<file path="config.mk">
export PLATFORM = sky130hd
export DESIGN_NAME = relu_layer_ctrl_flat
export DESIGN_NICKNAME = d
export VERILOG_FILES = /design/src/rtl/relu_layer_ctrl_if.sv /design/src/rtl/relu_layer_ctrl.sv /design/src/flat_wrapper.sv
export SDC_FILE = /design/constraint.sdc
export NUM_CORES = 1
export LEC_CHECK = 0
export ABC_AREA = 1
export CAP_MARGIN = 40
export CORE_MARGIN = 4
export CORE_UTILIZATION = 30
export DETAILED_ROUTE_END_ITERATION = 10
export PLACE_DENSITY = 0.78
export SLEW_MARGIN = 30
export SYNTH_ARGS = -nofsm -noshare
export SYNTH_HDL_FRONTEND = slang
export SYNTH_SLANG_ARGS = --single-unit
</file>
<file path="constraint.sdc">
create_clock -name clock -period 2 [get_ports clock]
set_input_delay 0.4 -clock clock [delete_from_list [all_inputs] [get_ports clock]]
set_output_delay 0.4 -clock clock [all_outputs]
set_load 0.05 [all_outputs]
</file>
<file path="src/rtl/relu_layer_ctrl_if.sv">
// relu_layer_ctrl_if: layer start/status, accumulator read,
// ReLU operand/result and activation write bus.
interface relu_layer_ctrl_if #(
    parameter int DATA_W = 32,
    parameter int ADDR_W = 6
);
    logic              start;
    logic              busy;
    logic              done;
    logic              rd_en;
    logic [ADDR_W-1:0] rd_addr;
    logic [DATA_W-1:0] rd_data;
    logic [DATA_W-1:0] relu_in;
    logic              relu_valid;
    logic [DATA_W-1:0] relu_out;
    logic              wr_en;
    logic [ADDR_W-1:0] wr_addr;
    logic [DATA_W-1:0] wr_data;
    logic [ADDR_W:0]   nz_count;

    modport master (
        input  start, rd_data, relu_out,
        output busy, done, rd_en, rd_addr, relu_in,
        output relu_valid, wr_en, wr_addr, wr_data, nz_count
    );

    modport slave (
        output start, rd_data, relu_out,
        input  busy, done, rd_en, rd_addr, relu_in,
        input  relu_valid, wr_en, wr_addr, wr_data, nz_count
    );
endinterface

</file>
<file path="src/rtl/relu_layer_ctrl.sv">
// relu_layer_ctrl: walks one layer's accumulators through a 1-cycle ReLU unit.
// Optional ACT_CLAMP_EN bounds each activation at CLAMP_MAX (ReLU6-style).
module relu_layer_ctrl #(
    parameter int NUM_NEURONS = 32,
    parameter int DATA_W      = 32,
    parameter int ADDR_W      = 6
`ifdef ACT_CLAMP_EN
    ,
    parameter logic [DATA_W-1:0] CLAMP_MAX = 32'h0000_0600
`endif
) (
    input logic               clock,
    input logic               reset,
    relu_layer_ctrl_if.master bus
);

    typedef enum logic [2:0] {
        IDLE,
        RD,
        ACT,
        WR,
        FIN
    } state_t;

    state_t            state;
    logic [ADDR_W-1:0] idx;
    logic [ADDR_W:0]   nz_q;
    logic              busy_q;
    logic              done_q;
    logic              rd_q;
    logic              rv_q;
    logic              wr_q;
    logic [DATA_W-1:0] act;
    logic              last;

    assign last = (idx == ADDR_W'(NUM_NEURONS - 1));

    always_comb begin
`ifdef ACT_CLAMP_EN
        act = (bus.relu_out > CLAMP_MAX) ? CLAMP_MAX : bus.relu_out;
`else
        act = bus.relu_out;
`endif
    end

    // Strobes are registered against the state being entered,
    // so they line up exactly with the current state.
    always_ff @(posedge clock or posedge reset) begin
        if (reset) begin
            state  <= IDLE;
            idx    <= '0;
            nz_q   <= '0;
            busy_q <= 1'b0;
            done_q <= 1'b0;
            rd_q   <= 1'b0;
            rv_q   <= 1'b0;
            wr_q   <= 1'b0;
        end else begin
            done_q <= 1'b0;
            rd_q   <= 1'b0;
            rv_q   <= 1'b0;
            wr_q   <= 1'b0;
            unique case (state)
                IDLE: begin
                    if (bus.start) begin
                        idx    <= '0;
                        nz_q   <= '0;
                        busy_q <= 1'b1;
                        rd_q   <= 1'b1;
                        state  <= RD;
                    end
                end
                RD: begin
                    rv_q  <= 1'b1;
                    state <= ACT;
                end
                ACT: begin
                    wr_q  <= 1'b1;
                    state <= WR;
                end
                WR: begin
                    if (act != '0) begin
                        nz_q <= nz_q + (ADDR_W+1)'(1);
                    end
                    if (last) begin
                        busy_q <= 1'b0;
                        done_q <= 1'b1;
                        state  <= FIN;
                    end else begin
                        idx   <= idx + ADDR_W'(1);
                        rd_q  <= 1'b1;
                        state <= RD;
                    end
                end
                FIN: begin
                    state <= IDLE;
                end
                default: begin
                    busy_q <= 1'b0;
                    state  <= IDLE;
                end
            endcase
        end
    end

    assign bus.busy       = busy_q;
    assign bus.done       = done_q;
    assign bus.rd_en      = rd_q;
    assign bus.rd_addr    = idx;
    assign bus.relu_in    = bus.rd_data;
    assign bus.relu_valid = rv_q;
    assign bus.wr_en      = wr_q;
    assign bus.wr_addr    = idx;
    assign bus.wr_data    = wr_q ? act : '0;
    assign bus.nz_count   = nz_q;

endmodule

</file>
<file path="src/flat_wrapper.sv">
// flat-port wrapper written by rule: the top's interface ports become plain ports
module relu_layer_ctrl_flat 
#(
    parameter int NUM_NEURONS = 32,
    parameter int DATA_W      = 32,
    parameter int ADDR_W      = 6

)
  (clock, reset, bus_start, bus_rd_data, bus_relu_out, bus_busy, bus_done, bus_rd_en, bus_rd_addr, bus_relu_in, bus_relu_valid, bus_wr_en, bus_wr_addr, bus_wr_data, bus_nz_count);
  relu_layer_ctrl_if #(.DATA_W(DATA_W), .ADDR_W(ADDR_W)) bus_i ();
  input logic clock;
  input logic reset;
  input wire logic [$bits(bus_i.start)-1:0] bus_start;
  input wire logic [$bits(bus_i.rd_data)-1:0] bus_rd_data;
  input wire logic [$bits(bus_i.relu_out)-1:0] bus_relu_out;
  output wire logic [$bits(bus_i.busy)-1:0] bus_busy;
  output wire logic [$bits(bus_i.done)-1:0] bus_done;
  output wire logic [$bits(bus_i.rd_en)-1:0] bus_rd_en;
  output wire logic [$bits(bus_i.rd_addr)-1:0] bus_rd_addr;
  output wire logic [$bits(bus_i.relu_in)-1:0] bus_relu_in;
  output wire logic [$bits(bus_i.relu_valid)-1:0] bus_relu_valid;
  output wire logic [$bits(bus_i.wr_en)-1:0] bus_wr_en;
  output wire logic [$bits(bus_i.wr_addr)-1:0] bus_wr_addr;
  output wire logic [$bits(bus_i.wr_data)-1:0] bus_wr_data;
  output wire logic [$bits(bus_i.nz_count)-1:0] bus_nz_count;
  assign bus_i.start = bus_start;
  assign bus_i.rd_data = bus_rd_data;
  assign bus_i.relu_out = bus_relu_out;
  assign bus_busy = bus_i.busy;
  assign bus_done = bus_i.done;
  assign bus_rd_en = bus_i.rd_en;
  assign bus_rd_addr = bus_i.rd_addr;
  assign bus_relu_in = bus_i.relu_in;
  assign bus_relu_valid = bus_i.relu_valid;
  assign bus_wr_en = bus_i.wr_en;
  assign bus_wr_addr = bus_i.wr_addr;
  assign bus_wr_data = bus_i.wr_data;
  assign bus_nz_count = bus_i.nz_count;
  relu_layer_ctrl #(.NUM_NEURONS(NUM_NEURONS), .DATA_W(DATA_W), .ADDR_W(ADDR_W)) u_core (.clock(clock), .reset(reset), .bus(bus_i));
endmodule
</file>
==> results of run 1 <==
[worst max path at each step]
stage | start | endpoint | cells after the start
after floorplan | u_core.bus.rd_addr[0]$_DFFE_PP0P_ | u_core.bus.busy$_DFFE_PP0P_ | 10
after global placement | bus_relu_out[11] | u_core.bus.nz_count[0]$_DFFE_PP0P_ | 8
after detailed placement | bus_relu_out[11] | u_core.bus.nz_count[2]$_DFFE_PP0P_ | 8
after CTS | u_core.bus.nz_count[5]$_DFFE_PP0P_ | bus_nz_count[5] | 1
after global routing | u_core.bus.nz_count[5]$_DFFE_PP0P_ | bus_nz_count[5] | 1
final | u_core.bus.nz_count[5]$_DFFE_PP0P_ | bus_nz_count[5] | 1
[flip-flops by register name (all words and copies together), names as in the netlist]
name	flops
u_core.bus.relu_valid	1
u_core.bus.rd_en	1
u_core.bus.nz_count	7
u_core.bus.wr_en	1
u_core.bus.rd_addr	6
u_core.bus.done	1
u_core.state	3
u_core.bus.busy	1
[per-stage QoR]
stage,worst slack [ns],utilization (%)
after floorplan,0.212,-
after global placement,0.293,49.7
after detailed placement,0.250,49.7
after CTS,0.0638,50.5
after global routing,0.0137,50.5
final,0.0761,50.5
[layout make-up]
| cell class | instances | area [um^2] |
|---|---|---|
| clock buffer | 3 | 41.3 |
| fill | 518 | 2760 |
| sequential | 21 | 526 |
| inverter | 50 | 188 |
| clock inverter | 1 | 5.00 |
| multi-input combinational | 156 | 729 |
| tap | 72 | 90.1 |
| timing repair buffer | 93 | 1240 |
[layout by cell type, fill, tap and decap left out, drive strengths merged]
master / count
nor3: 2
buf: 47
nand3: 17
dfrtp: 21
a211oi: 1
clkdlybuf4s50: 46
or2: 1
clkbuf: 3
o21ai: 5
xor2: 2
nand3b: 1
ha: 2
nor2: 36
inv: 50
xnor2: 1
nand2: 82
nand4: 5
clkinv: 1
o31ai: 1
[worst reg2reg max path: stages, from the launching register on]
cell	delay [ns]
dfrtp_1	0.45
ha_1	0.22
nand3_1	0.11
nor2_1	0.13
nand2_1	0.11
nand2_2	0.14
inv_1	0.07
nor2_1	0.10
nand2_1	0.06
nand2_1	0.05
nand2_1	0.04
[metal layers]
layer	up-vias	global-route usage, %	wire length, um
met5	-	0	0
met1	790	15.8	2100
met3	19	3.43	360
met4	0	6.04	178
met2	88	27.6	2580
li1	871	-	-
[where the power goes]
part / leakage (nW) / internal, mW / switching [mW]
clock: 0.0255 / 0.139 / 0.140
combinational: 1.23 / 1.10 / 1.71
sequential: 0.280 / 0.534 / 0.139
total: 1.53 / 1.77 / 1.99
[cells by family (layout without fill, tap and decap cells)]
| logic type | after synthesis | count (layout) |
|---|---|---|
| adders and majority gates | 2 | 2 |
| AOI/OAI and AO/OA | 7 | 7 |
| xor gates and xnor gates | 3 | 3 |
| and+or+nand+nor | 144 | 144 |
| DFF | 21 | 21 |
| buffers and inverters | 92 | 147 |
==> run summary, run 1 <==
### Timing
* **tightest hold margin** 0.472 ns
* **Fin. Hold Viols** 0
* **unrepaired setup endpoints after global routing** false
* **max-slew violations** 0
* **Worst slew margin** 66.4%
* **FMAX** 0.520 GHz
* **Least-Margin Pin Slew** 0.503 ns
* **part of the cycle the worst path needs** 96.2%
* **total negative slack for setup checks** 0 ns
* **skew final** 0.00228 ns
* **clock period minus final worst setup slack** 1.92 ns
* **final setup vio count** 0

### Global route
* **global-route congestion overflow total** 0
* **global-route wire length before repair** 8570 um
* **initial antenna violation count** 0
* **total routing usage reported by global routing** 14.8%
* **maximum number of pins on one net before global-route repair** 28
* **via count of the first global-routing pass** 1,818

### Place
* **Cell Area, Placed** 2770 um^2
* **dpl cells** 392
* **routability congestion estimate from global placement** 0.906
* **HPWL reported at the end of detailed placement** 4330 um
* **number of buffer cells added on primary ports** 90

### Clock tree
* **total number of clock tree sinks** 21
* **CTS Root Cell** clkbuf_8
* **CTS tree** yes
* **post_cts resized** 0
* **post-CTS setup repair buffer count** 0
* **number of buffers on the longest clock path** 2
* **Clk Latency, worst-skew pair** 0.26 ns
* **maximum level of the CTS H-tree** 1
* **number of CTS-inserted buffers** 3
* **Clock transition at path regs** 0.08 ns
* **cts hold-fix bufs** 0

### Setup path
* **R2R Path End** u_core.bus.busy$_DFFE_PP0P_
* **Worst R2R Path Depth** 10
* **CP Max Fanout** 5
* **signal arrival time at the worst endpoint** 1.52 ns
* **cell class contributing the biggest share of worst-path delay** buffers and inverters
* **critical path, cell by cell** clkdlybuf4s50_1
* **flop2flop setup slack** 0.42 ns
* **longest individual stage delay on the worst path** 0.83 ns
* **worst path bufs/invs** 1
* **CP startpoint kind** flip-flop
* **reg-to-reg startpoint** u_core.bus.rd_addr[0]$_DFFE_PP0P_
* **CP Class** reg -> out
* **Max stage delay cell, worst path** clkdlybuf4s50_1
* **category of the worst setup path capture point** primary output
* **required time of the critical path** 1.60 ns

### Finish
* **antenna diode count** 0
* **layout overhead on the synthesized area** 61.0%
* **share of cells above drive strength 1** 18.8%
* **final instance area** 2820 um^2
* **net count reported at finish** 394
* **count of non-filler cells in the finished layout** 396

### Floorplanning
* **effective utilization at floorplan** 31.4%
* **vertical extent of the die** 84.4 um
* **area inside the core boundary** 5570 um^2
* **I/O Pins** 155
* **Die X** 84.4 um
* **Die Area** 7120 um^2
* **# rows** 27

### Power and ir drop
* **Total Power Consumption** 3.76 mW
* **Leak Pwr** 1.53 nW
* **peak ir drop on the vdd network** 702 uV
* **power density normalized to cell area** 1330 nW/um^2

### Yosys
* **synthesis warning total** 0
* **post-synthesis adder-cell area fraction** 1.43%
* **most common cell in the synthesized netlist** nand2_1
* **xor/xnor share of the synthesized area** 1.50%
* **Synth Area in Compound Gates** 2.29%
* **sequential cell area fraction in the yosys report** 30.0%
* **portion of netlist area occupied by mux cells** 0%
* **number of register bits inferred by synthesis** 21
* **main flop type after synthesis** dfrtp_1
* **most instantiated cells after synthesis** nand2_1, inv_1, buf_4
* **count of flip-flops with a built-in enable after synthesis** 0
* **post-synth cell types** 22
* **area share of the largest cell type after synthesis** 30.0%
* **cells after synthesis** 269
* **main combinational cell family by area after synthesis** simple AND/OR/NAND/NOR gates
* **Avg Synthesized Cell Area** 6.51 um^2
* **cell area after technology mapping** 1750 um^2
* **share of flip-flops with an asynchronous set or reset after synthesis** 100%
* **cell taking the most area after synthesis** dfrtp_1
* **Net Count, Synth** 338
* **simple-gate share of the synthesized area** 36.5%
* **cell types occupying the most area after synthesis** dfrtp_1, buf_4, nand2_1

### Route
* **DR pass1 iterations** 4
* **number of DRC markers after the initial detailed-route iteration** 31
* **Post-route DRC** 0
* **routed length per placed instance** 13.2 um
* **Post-DRT Antenna Nets** 0
* **total wire length after detailed routing** 5220 um
* **routed vias** 1,768
* **routed via count divided by cell count** 4.46

### Run status
* **outcome** complete, no violations

### Run
* **reported max-cap violation count** 0

### Hold path
* **kind of path behind the tightest hold check** in -> async

Power figures use the tool's default switching activity.
==> run 2, diff against run 1 <==
--- a/config.mk
+++ b/config.mk
@@ -9,8 +9,10 @@
 export CAP_MARGIN = 40
 export CORE_MARGIN = 4
 export CORE_UTILIZATION = 30
+export CTS_CLUSTER_SIZE = 24
 export DETAILED_ROUTE_END_ITERATION = 10
 export PLACE_DENSITY = 0.78
+export SETUP_SLACK_MARGIN = 0.1
 export SLEW_MARGIN = 30
 export SYNTH_ARGS = -nofsm -noshare
 export SYNTH_HDL_FRONTEND = slang
==> run summary, run 2 (synthesized netlist as in run 1, its figures left out) <==
### Timing
* **Least-Margin Pin Slew** 0.503 ns, unchanged
* **setup ws final** 0.144 ns, was 0.0761 ns
* **Fin. Hold Viols** 0, unchanged
* **tightest hold margin** 0.472 ns, about the same
* **FMAX** 0.539 GHz, was 0.520 GHz
* **max-slew violations** 0, unchanged
* **Worst slew margin** 66.4%, unchanged
* **part of the cycle the worst path needs** 92.8%, was 96.2%
* **unrepaired setup endpoints after global routing** false, unchanged
* **skew final** 0.00235 ns, was 0.00228 ns
* **clock period minus final worst setup slack** 1.86 ns, was 1.92 ns
* **total negative slack for setup checks** 0 ns, unchanged
* **final setup vio count** 0, unchanged

### Power and ir drop
* **switching part of the total** 53.0%, was 52.9%
* **power density normalized to cell area** 1330 nW/um^2, about the same
* **Leak Pwr** 1.59 nW, was 1.53 nW
* **clock share of power** 7.4%, about the same
* **Total Power Consumption** 3.75 mW, was 3.76 mW
* **peak ir drop on the vdd network** 702 uV, about the same
* **Psw** 1.99 mW, about the same
* **internal power of the cells** 1.76 mW, was 1.77 mW
* **share of total power in combinational logic** 74.6%, was 74.7%
* **power share of the sequential group** 17.9%, about the same

### Setup path
* **cell class contributing the biggest share of worst-path delay** buffers and inverters, unchanged
* **R2R Path End** u_core.bus.busy$_DFFE_PP0P_, unchanged
* **category of the worst setup path capture point** primary output, unchanged
* **CP Class** reg -> out, unchanged
* **Worst R2R Path Depth** 10, unchanged
* **worst setup path end** bus_wr_addr[5], was bus_nz_count[5]
* **flop2flop setup slack** 0.41 ns, was 0.42 ns
* **signal arrival time at the worst endpoint** 1.46 ns, was 1.52 ns
* **Max stage delay cell, worst path** clkdlybuf4s50_1, unchanged
* **critical path, cell by cell** clkdlybuf4s50_1, unchanged
* **longest individual stage delay on the worst path** 0.82 ns, was 0.83 ns
* **CP startpoint kind** flip-flop, unchanged
* **reg-to-reg startpoint** u_core.bus.rd_addr[0]$_DFFE_PP0P_, unchanged
* **CP Max Fanout** 3, was 5
* **required time of the critical path** 1.60 ns, about the same
* **logic depth of the worst path, buffers included** 1, unchanged
* **worst path bufs/invs** 1, unchanged
* **critical path launch point** u_core.bus.rd_addr[5]$_DFFE_PP0P_, was u_core.bus.nz_count[5]$_DFFE_PP0P_

### Clock tree
* **Clk Latency, worst-skew pair** 0.26 ns, about the same
* **total number of clock tree sinks** 21, unchanged
* **CTS Root Cell** clkbuf_8, unchanged
* **cts hold-fix bufs** 0, unchanged
* **number of buffers on the longest clock path** 2, unchanged
* **post-CTS setup repair buffer count** 0, unchanged
* **number of CTS-inserted buffers** 3, unchanged
* **maximum level of the CTS H-tree** 1, unchanged
* **CTS tree** yes, unchanged
* **Clock transition at path regs** 0.08 ns, about the same

### Global route
* **total routing usage reported by global routing** 14.8%, unchanged
* **global-route congestion overflow total** 0, unchanged
* **initial antenna violation count** 0, unchanged
* **maximum number of pins on one net before global-route repair** 28, unchanged
* **global-route wire length before repair** 8570 um, unchanged
* **via count of the first global-routing pass** 1,818, unchanged

### Run
* **reported max-cap violation count** 0, unchanged

### Route
* **number of DRC markers after the initial detailed-route iteration** 31, unchanged
* **Post-DRT Antenna Nets** 0, unchanged
* **total wire length after detailed routing** 5220 um, unchanged
* **DR pass1 iterations** 4, unchanged
* **Post-route DRC** 0, unchanged
* **routed via count divided by cell count** 4.47, was 4.46
* **routed length per placed instance** 13.2 um, unchanged
* **routed vias** 1,769, was 1,768

### Place
* **minimum setup slack after placement** 0.250 ns, unchanged
* **dpl cells** 392, unchanged
* **routability congestion estimate from global placement** 0.906, unchanged
* **number of buffer cells added on primary ports** 90, unchanged
* **Cell Area, Placed** 2770 um^2, unchanged
* **HPWL reported at the end of detailed placement** 4330 um, unchanged

### Finish
* **final instance area** 2820 um^2, about the same
* **fin util** 50.5%, about the same
* **net count reported at finish** 394, unchanged
* **filler instances** 515, was 518
* **highest-count cells in the layout ignoring fill and taps** nand2_1, inv_1, clkdlybuf4s50_1, unchanged
* **antenna diode count** 0, unchanged
* **share of cells above drive strength 1** 18.8%, unchanged
* **count of non-filler cells in the finished layout** 396, unchanged
* **most common cell after layout, fill and taps aside** nand2_1, unchanged
* **layout overhead on the synthesized area** 60.9%, was 61.0%
* **flip-flop count of the largest register, all copies and words added** 7, unchanged

### Hold path
* **kind of path behind the tightest hold check** in -> async, unchanged

### Run status
* **outcome** complete, no violations, unchanged

### Floorplanning
* **Die Area** 7120 um^2, unchanged
* **# rows** 27, unchanged
* **vertical extent of the die** 84.4 um, unchanged
* **area inside the core boundary** 5570 um^2, unchanged
* **Die X** 84.4 um, unchanged
* **I/O Pins** 155, unchanged
* **effective utilization at floorplan** 31.4%, unchanged

==> run 2: cell types whose count changed in the layout (fill, tap and decap cells not counted), sizes merged <==
cell,before,now
dlygate4sd2,0,5
clkdlybuf4s50,46,39
dlymetal6s2s,0,2
==> run 2: timing repair <==
action                                  CTS  global route
endpoints found under the setup margin    5             2
resized for setup                         5             2
pin swaps                                 0             0
==> run 2: how the worst min path moves through the flow <==
stage                                               to  slack [ns]  cells past startpoint
floorplan                  u_core.bus.busy$_DFFE_PP0P_        0.38                      1
global placement           u_core.bus.busy$_DFFE_PP0P_        0.46                      2
detailed placement         u_core.bus.busy$_DFFE_PP0P_        0.47                      2
CTS                 u_core.bus.nz_count[4]$_DFFE_PP0P_        0.48                      3
global route               u_core.bus.busy$_DFFE_PP0P_        0.51                      2
finish                 u_core.bus.relu_valid$_DFF_PP0_        0.47                      3
==> run 2: power groups by stage <==
stage / clock [mW] / combinational [mW] / sequential [mW]
after floorplan: 0 / 1.52 / 0.949
after global placement: 0 / 2.80 / 0.678
after detailed placement: 0 / 2.82 / 0.682
after CTS: 0.290 / 2.82 / 0.674
after global routing: 0.304 / 2.95 / 0.697
final: 0.279 / 2.80 / 0.672
==> run 2: cell type report <==
type,instances,area (um^2),area share [%]
clock buffer,3,41.3,1.47
multi-input combinational,156,729,25.9
inverter,50,188,6.66
tap,72,90.1,3.20
timing repair buffer,93,1240,43.9
clock inverter,1,5.00,0.178
sequential,21,526,18.7
==> run 2: per-layer routing <==
| layer | GRT usage [%] | routed length, um |
|---|---|---|
| met5 | 0 | 0 |
| met3 | 3.43 | 373 |
| met2 | 27.6 | 2570 |
| met1 | 15.8 | 2100 |
| met4 | 6.04 | 178 |
